--- config.mk ---
export PLATFORM = sky130hd
export DESIGN_NAME = enc66_to_8b10b_inj
export DESIGN_NICKNAME = d
export VERILOG_FILES = /design/src/rtl/enc66_to_8b10b_inj.sv
export SDC_FILE = /design/constraint.sdc
export NUM_CORES = 1
export LEC_CHECK = 0
export BUFFER_PORTS_ARGS = -buffer_cell sky130_fd_sc_hd__buf_4
export CORE_ASPECT_RATIO = 0.75
export CORE_UTILIZATION = 40
export DETAILED_ROUTE_END_ITERATION = 10
export SLEW_MARGIN = 15
export SYNTH_ARGS = -nofsm -noshare
export SYNTH_HDL_FRONTEND = slang
export SYNTH_SLANG_ARGS = --single-unit
--- constraint.sdc ---
create_clock -name clk -period 38.5 [get_ports clk]
set_clock_uncertainty 0.1 [all_clocks]
set_input_delay 1.925 -clock clk [delete_from_list [all_inputs] [get_ports clk]]
set_output_delay 1.925 -clock clk [all_outputs]
set_load 0.05 [all_outputs]
--- src/rtl/enc66_to_8b10b_inj.sv ---
// rtl/enc66_to_8b10b_inj.sv - 64-bit payload to eight chained 8b/10b symbols, with bit-flip injection copy and disparity checker.
// Optional macro ERR_INJ_EN enables the LFSR-driven single-bit error injection.
module enc66_to_8b10b_inj #(
    parameter logic [15:0] LFSR_SEED = 16'hACE1
) (
    input  logic        clk,
    input  logic        rst,
    input  logic        en,
    input  logic [65:0] din_66b,
    input  logic        kin,
    input  logic        error_injection_enable,
    output logic [79:0] dout_8b10,
    output logic        disp_err,
    output logic        kin_err,
    output logic [79:0] corrupted_data
);

    // RD- forms of the 5b/6b data codes (abcdei, a in the MSB)
    function automatic logic [5:0] enc6(input logic [4:0] x);
        case (x)
            5'd0:  enc6 = 6'b100111;  5'd1:  enc6 = 6'b011101;
            5'd2:  enc6 = 6'b101101;  5'd3:  enc6 = 6'b110001;
            5'd4:  enc6 = 6'b110101;  5'd5:  enc6 = 6'b101001;
            5'd6:  enc6 = 6'b011001;  5'd7:  enc6 = 6'b111000;
            5'd8:  enc6 = 6'b111001;  5'd9:  enc6 = 6'b100101;
            5'd10: enc6 = 6'b010101;  5'd11: enc6 = 6'b110100;
            5'd12: enc6 = 6'b001101;  5'd13: enc6 = 6'b101100;
            5'd14: enc6 = 6'b011100;  5'd15: enc6 = 6'b010111;
            5'd16: enc6 = 6'b011011;  5'd17: enc6 = 6'b100011;
            5'd18: enc6 = 6'b010011;  5'd19: enc6 = 6'b110010;
            5'd20: enc6 = 6'b001011;  5'd21: enc6 = 6'b101010;
            5'd22: enc6 = 6'b011010;  5'd23: enc6 = 6'b111010;
            5'd24: enc6 = 6'b110011;  5'd25: enc6 = 6'b100110;
            5'd26: enc6 = 6'b010110;  5'd27: enc6 = 6'b110110;
            5'd28: enc6 = 6'b001110;  5'd29: enc6 = 6'b101110;
            5'd30: enc6 = 6'b011110;  default: enc6 = 6'b101011;
        endcase
    endfunction

    function automatic logic [3:0] enc4(input logic [2:0] y, input logic is_k);
        case (y)
            3'd0:    enc4 = 4'b1011;
            3'd1:    enc4 = is_k ? 4'b0110 : 4'b1001;
            3'd2:    enc4 = is_k ? 4'b1010 : 4'b0101;
            3'd3:    enc4 = 4'b1100;
            3'd4:    enc4 = 4'b1101;
            3'd5:    enc4 = is_k ? 4'b0101 : 4'b1010;
            3'd6:    enc4 = is_k ? 4'b1001 : 4'b0110;
            default: enc4 = is_k ? 4'b0111 : 4'b1110;
        endcase
    endfunction

    logic        rd_q;
    logic [79:0] enc_word;
    logic        enc_rd;
    logic        enc_kerr;
    logic [7:0]  b_v;
    logic [4:0]  x_v;
    logic [2:0]  y_v;
    logic        klegal_v;
    logic        isk_v;
    logic        a7_v;
    logic [5:0]  six_v;
    logic [3:0]  four_v;
    logic        six_bal;
    logic        four_bal;

    always_comb begin
        enc_word = '0;
        enc_rd   = rd_q;
        enc_kerr = 1'b0;
        b_v = '0; x_v = '0; y_v = '0;
        klegal_v = 1'b0; isk_v = 1'b0; a7_v = 1'b0;
        six_v = '0; four_v = '0; six_bal = 1'b0; four_bal = 1'b0;
        for (int i = 0; i < 8; i++) begin
            b_v = din_66b[8*i +: 8];
            x_v = b_v[4:0];
            y_v = b_v[7:5];
            klegal_v = (x_v == 5'd28) || ((y_v == 3'd7) &&
                       (x_v == 5'd23 || x_v == 5'd27 || x_v == 5'd29 || x_v == 5'd30));
            isk_v = kin && klegal_v;
            if (kin && !klegal_v)
                enc_kerr = 1'b1;
            six_v   = (isk_v && x_v == 5'd28) ? 6'b001111 : enc6(x_v);
            six_bal = ($countones(six_v) == 3);
            // D.7 is balanced but still alternates with RD
            if (enc_rd && (!six_bal || x_v == 5'd7))
                six_v = ~six_v;
            if (!six_bal)
                enc_rd = ~enc_rd;
            a7_v = !isk_v && (y_v == 3'd7) &&
                   ((!enc_rd && (x_v == 5'd17 || x_v == 5'd18 || x_v == 5'd20)) ||
                    ( enc_rd && (x_v == 5'd11 || x_v == 5'd13 || x_v == 5'd14)));
            four_v   = a7_v ? 4'b0111 : enc4(y_v, isk_v);
            four_bal = ($countones(four_v) == 2);
            if (enc_rd && (isk_v || !four_bal || y_v == 3'd3))
                four_v = ~four_v;
            if (!four_bal)
                enc_rd = ~enc_rd;
            enc_word[10*i +: 10] = {six_v, four_v};
        end
    end

    always_ff @(posedge clk or negedge rst) begin
        if (!rst) begin
            dout_8b10 <= '0;
            kin_err   <= 1'b0;
            rd_q      <= 1'b0;
        end else if (en) begin
            dout_8b10 <= enc_word;
            kin_err   <= enc_kerr;
            rd_q      <= enc_rd;
        end
    end

    logic [79:0] flip_mask;
    logic        unused_bits;
    assign unused_bits = ^{din_66b[65:64], error_injection_enable};

`ifdef ERR_INJ_EN
    logic [15:0] lfsr;
    logic [6:0]  flip_pos;

    always_ff @(posedge clk or negedge rst) begin
        if (!rst)
            lfsr <= LFSR_SEED;
        else
            lfsr <= {lfsr[14:0], lfsr[15] ^ lfsr[13] ^ lfsr[12] ^ lfsr[10]};
    end

    assign flip_pos  = (lfsr[6:0] >= 7'd80) ? (lfsr[6:0] - 7'd80) : lfsr[6:0];
    assign flip_mask = error_injection_enable ? (80'd1 << flip_pos) : '0;
`else
    logic [15:0] unused_seed;
    assign unused_seed = LFSR_SEED;
    assign flip_mask   = '0;
`endif

    // Symbol must carry 4..6 ones; non-neutral symbols must alternate sign
    logic       chk_err;
    logic       have_last;
    logic       last_pos;
    logic [3:0] ones_v;

    always_comb begin
        chk_err   = 1'b0;
        have_last = 1'b0;
        last_pos  = 1'b0;
        ones_v    = '0;
        for (int i = 0; i < 8; i++) begin
            ones_v = 4'($countones(corrupted_data[10*i +: 10]));
            if (ones_v < 4'd4 || ones_v > 4'd6) begin
                chk_err = 1'b1;
            end else if (ones_v != 4'd5) begin
                if (have_last && (last_pos == (ones_v == 4'd6)))
                    chk_err = 1'b1;
                have_last = 1'b1;
                last_pos  = (ones_v == 4'd6);
            end
        end
    end

    always_ff @(posedge clk or negedge rst) begin
        if (!rst) begin
            corrupted_data <= '0;
            disp_err       <= 1'b0;
        end else begin
            corrupted_data <= dout_8b10 ^ flip_mask;
            disp_err       <= chk_err;
        end
    end

endmodule

==> reports/qor.yml, run 1 <==
run_status: "finished clean"
routed_wl_mm: 36.3
cts_num_sinks: 163
grt_max_degree: 93
layout.cells.most_common: "sky130_fd_sc_hd__buf_4"
cts.root.buffer_cell: "sky130_fd_sc_hd__clkbuf_16"
synthMuxAreaShare: 0.0766
cp-startpoint: "din_66b[0]"
first_global_vias: 10900
max-slew-margin-rel: 0.385
critPathCaptureType: "flop"
synth_fa_ha_area_frac: 0.199
max_stage_delay_ns: 0.55
drc: 0
initial_core_util: 0.412
postCtsSetupRepairBufs: 0
synth_compound_area_frac: 0.167
number_of_detailed_routing_iterations_run_before_antenna_repair: 5
final_period_util: 0.714
worst_hold_startpoint: "dout_8b10[46]"
synth_sequential_area_ratio: 0.292
final_period_minus_worst_setup_slack_ns: 27.48
synth_fp_nets: 1748
worst_path_max_delay_cell: "sky130_fd_sc_hd__fa_1"
cp.arrival_ns: 27.71
antenna_violating_nets_post_route: 0
die_w_um: 218
gpl.final_weighted_congestion: 0.855
area_growth_pct: 18.7
first_pass_grt_wire_length_mm: 59.0
grt_setup_unrepaired: "no"
final-hold-violation-count: 0
worst-endpoint-required_ns: 38.73
post_cts_resized: 0
fmaxAchievable_mhz: 36.4
cts.path.max_buffers: 2
grtUsageTotal: 0.210
timing.final.setup_violations: 0
async_flop_share: 1.00
clk_pin_slew_worst_paths_ns: 0.06
synth_top_family_by_area: "adder cells"
floorplan.rows: 58
yosys_warnings: 0
fp.coreArea_mm2: 0.0340
synth-simple-area-share: 0.119
grt_antenna_before_repair: 0
htree_num_levels: 4
syn_area_mm2: 0.0140
full_die_area_mm2: 0.0357
vias_per_cell: 5.26
timing.critical_path.fanout_max: 9
detailedRoute.firstIterationViolations: 918
detailed_route_wire_length_per_cell_um: 16.9
port_buffers: 229
syn-instance-count: 1507
diodes: 0
hold_path_class: "flop to flop"
r2r_cells: 88
post_synth_xor_area_fraction: 0.0782
totalNegativeSetupSlack_ns: 0
number_of_enable_type_register_cells_in_the_synthesized_netlist: 0
max_cap_violations: 0
io_pins: 233
post-dp-hpwl_mm: 28.3
holdBufCountCts: 0
worst_skew_pair.late_latency_ns: 0.45
worst_hold_endpoint: "corrupted_data[46]"
setup_slack_of_the_most_critical_reg_to_reg_path_ns: 15.34
numCtsBuffers: 17
timing.setup.critical_path_class: "primary input to flop"
grt_overflow: 0
reg2reg_to: "dout_8b10[71]"
final-max-slew-violation-count: 0
startpoint_type: "primary input"
share_of_cells_above_drive_strength_1: 0.212
final_cell_mix: "sky130_fd_sc_hd__buf_4, sky130_fd_sc_hd__inv_1, sky130_fd_sc_hd__dfrtp_1, sky130_fd_sc_hd__nor2_1, sky130_fd_sc_hd__a21oi_1"
synth-seq-cells: 163
floorplan.die.height_um: 164
synth.distinct_cells: 85
placed_cell_area_mm2: 0.0160
total_non_filler_cell_area_in_the_finished_layout_mm2: 0.0166
synth_ff_type: "sky130_fd_sc_hd__dfrtp_1"
min_delay_path_depth: 0
net_count_final: 1932
routed-via-count: 11300
tritoncts_clock_tree: "done"
crit_path_frequent_cell: "sky130_fd_sc_hd__ha_1"
synth_area_per_cell_um2: 9.28
worst-slew-pin-transition_ns: 0.922
rr_startpoint: "rd_q"
logic make-up (layout without fill, tap and decap cells):
group           Yosys count  in the layout
buf+inv                 255            451
simple gates            347            347
flops                   163            163
mux                      93             93
xor+xnor                111            111
compound gates          362            362
fa+ha+maj               176            176
Yosys cell counts, drive strengths merged (21+ instances only):
master	number	share of area
inv	186	0.050
nor2	123	0.034
a21oi	119	0.043
nand2	92	0.025
clkbuf	58	0.016
xor2	36	0.024
mux2i	26	0.019
nand3	29	0.010
nor3	21	0.0075
xnor2	69	0.044
ha	90	0.081
nor2b	22	0.0098
mux2	62	0.050
fa	80	0.11
o21ai	83	0.030
dfrtp	163	0.29
state kept, by name, summed over array words and instances, names as in the netlist:
| register | cells |
|---|---|
| corrupted_data | 80 |
| disp_err | 1 |
| dout_8b10 | 80 |
| kin_err | 1 |
| rd_q | 1 |
area by class of cell:
class                   count  area, um^2
clock inverters            14         133
repair buffers            232        1750
fillers                  3196       17400
multi-input cells        1089        8940
well taps                 450         563
clock buffers              17         425
flip-flops and latches    163        4080
inverters                 188         706
stage by stage:
| stage | hold WS, ns | setup WS, ns | cells | util |
|---|---|---|---|---|
| final | 0.304 | 11.02 | 2153 | 0.489 |
| after global routing | 0.309 | 9.28 | 2153 | 0.489 |
| after CTS | 0.305 | 10.86 | 2153 | 0.489 |
| after detailed placement | 0.286 | 10.54 | 2122 | 0.472 |
| after global placement | 0.284 | 10.86 | 2122 | 0.472 |
| after floorplan | 0.444 | 13.67 | 1507 | - |
critical path, delay by kind of cell:
family                     cells  cell delay, ns
muxes                          7            1.44
and+or+nand+nor               23            6.11
xor gates and xnor gates      18            5.41
AOI/OAI and AO/OA             12            2.84
adders and majority gates     29            9.11
buffers and inverters         13            0.81
worst max path at each step:
stage,slack [ns],endpoint
floorplan,13.67,dout_8b10[72]
global placement,10.86,dout_8b10[71]
detailed placement,10.54,dout_8b10[71]
CTS,10.86,dout_8b10[71]
global route,9.28,dout_8b10[71]
finish,11.02,dout_8b10[71]
metal layers:
layer | GRT usage | wire length (um) | part of all wire
met3 | 0.0428 | 1710 | 0.047
met4 | 0.0540 | 523 | 0.014
met2 | 0.319 | 16300 | 0.45
met5 | 0 | 0 | 0
met1 | 0.303 | 17700 | 0.49
Power of run 1 is left out: the tool's default activity adds up to more than one toggle a clock period on the data nets, which glitch-free logic cannot reach.
==> run 2, diff against run 1 <==
Clock period 38.5 ns to 22.1 ns, I/O delays scaled along.
==> reports/qor.yml, run 2 (synthesized netlist as in run 1, its figures left out) <==
post-dp-hpwl_mm: 29.8  # +5.4%
rr_startpoint: "rd_q"
holdBufCountCts: 0  # unchanged
grt_antenna_before_repair: 1  # +1
max_cap_violations: 0  # unchanged
hold_path_class: "flop to flop"
fill_cells: 3117  # -2.5%
floorplan.rows: 58  # unchanged
final-hold-violation-count: 0  # unchanged
grt_setup_unrepaired: "yes"
timing.setup.critical_path_class: "primary input to flop"
grtUsageTotal: 0.220  # +0.00961
worst_skew_pair.late_latency_ns: 0.46  # about the same
first_pass_grt_wire_length_mm: 61.1  # +3.6%
detailed_route_wire_length_per_cell_um: 17.1  # +1.6%
run_status: "finished, violations left"
htree_num_levels: 4  # unchanged
detailedRoute.firstIterationViolations: 828  # -9.8%
net_count_final: 2017  # +4.4%
startpoint_type: "primary input"
full_die_area_mm2: 0.0357  # unchanged
top_regs: "corrupted_data x80, dout_8b10 x80"
first_global_vias: 11300  # +3.1%
cts_num_sinks: 163  # unchanged
reg2reg_to: "dout_8b10[72]"
layout.cells.most_common: "sky130_fd_sc_hd__buf_4"
area_growth_pct: 27.3
fp.coreArea_mm2: 0.0340  # unchanged
critPathCaptureType: "flop"
floorplan.die.height_um: 164  # unchanged
worst-slew-pin-transition_ns: 1.00  # +0.0785 ns
routed_wl_mm: 38.3  # +5.6%
tritoncts_clock_tree: "done"
r2r_cells: 87  # -1.1%
share_of_cells_above_drive_strength_1: 0.281  # +0.0692
diodes: 0  # unchanged
setup_slack_of_the_most_critical_reg_to_reg_path_ns: 2.61  # -12.73 ns
timing.critical_path.fanout_max: 4  # -5
vias_per_cell: 5.25  # -0.30%
final_cell_mix: "sky130_fd_sc_hd__buf_4, sky130_fd_sc_hd__inv_1, sky130_fd_sc_hd__dfrtp_1, sky130_fd_sc_hd__nor2_1, sky130_fd_sc_hd__a21oi_1"
critical_path.n_buffers_inverters: 12  # -1
cp.arrival_ns: 22.70  # -5.01 ns
worst-endpoint-required_ns: 22.35  # -16.38 ns
antenna_violating_nets_post_route: 0  # unchanged
timing.final.setup_violations: 5  # +5
final_period_util: 1.02
port_buffers: 229  # unchanged
worst_path_dominant_cell_family: "adder cells"
initial_core_util: 0.412  # unchanged
clk_pin_slew_worst_paths_ns: 0.08  # +0.02 ns
routed-via-count: 11700  # +3.7%
io_pins: 233  # unchanged
place_inst: 2185  # +3.0%
cts.root.buffer_cell: "sky130_fd_sc_hd__clkbuf_16"
fmaxAchievable_mhz: 44.6
final-instance-count-excl-fill: 2239  # +4.0%
die_w_um: 218  # unchanged
grt_overflow: 0  # unchanged
drc: 0  # unchanged
gpl.final_weighted_congestion: 0.870  # +1.7%
worst_path_max_delay_cell: "sky130_fd_sc_hd__fa_1"
final_period_minus_worst_setup_slack_ns: 22.44
min_delay_path_depth: 0  # unchanged
cts.path.max_buffers: 2  # unchanged
failing_checks: "negative setup slack"
max-slew-margin-rel: 0.333  # -0.0523
worst_hold_endpoint: "corrupted_data[54]"
max_stage_delay_ns: 0.57  # +0.02 ns
timing.final.ws_setup_ns: -0.345  # -11.36 ns
numCtsBuffers: 17  # unchanged
grt_max_degree: 89  # -4.3%
number_of_detailed_routing_iterations_run_before_antenna_repair: 5  # unchanged
worst_hold_startpoint: "dout_8b10[54]"
final-max-slew-violation-count: 0  # unchanged
crit_path_frequent_cell: "sky130_fd_sc_hd__fa_1"
totalNegativeSetupSlack_ns: -1.31  # -1.31 ns
==> run 2: per-stage QoR <==
step	worst slack (ns)	hold slack [ns]	instance area, um^2	util
floorplan	-0.883	0.485	14300	-
global placement	-0.955	0.284	16800	0.496
detailed placement	-1.48	0.289	16800	0.496
CTS	-0.522	0.304	17700	0.521
global route	-1.27	0.320	17800	0.524
finish	-0.345	0.303	17800	0.524
==> run 2: layer usage <==
metal  GRT usage  vias up  routed length [um]
li1            -     5708                   -
met1       0.329     5696               19200
met2       0.323      317               16700
met3      0.0431       24                1940
met4      0.0493        0                 447
met5           0        -                   0
==> run 2: final cells by class <==
cell class                      instances  area, um^2  area share
Tap cell                              450         563      0.0316
Inverter                              188         721      0.0405
Clock inverter                         13         213      0.0119
Sequential cell                       163        4080       0.229
Clock buffer                           19         443      0.0249
Multi-Input combinational cell       1089        9370       0.526
Timing Repair Buffer                  317        2410       0.136
==> run 2: what timing repair did <==
action	CTS	global route
resized for setup	23	10
gates cloned	0	0
pin swaps	22	9
endpoints found under the setup margin	5	5
setup buffers	14	8
==> run 2: worst max path at each step <==
stage	slack [ns]	startpoint	depth (start not counted)	end
final	-0.34	din_66b[0]	101	dout_8b10[72]
after global routing	-1.27	din_66b[0]	101	dout_8b10[72]
after floorplan	-0.88	din_66b[0]	101	dout_8b10[72]
after CTS	-0.52	din_66b[0]	101	dout_8b10[72]
after detailed placement	-1.48	din_66b[0]	102	dout_8b10[72]
after global placement	-0.95	din_66b[0]	101	dout_8b10[72]
Power of run 2 is left out for the same reason.
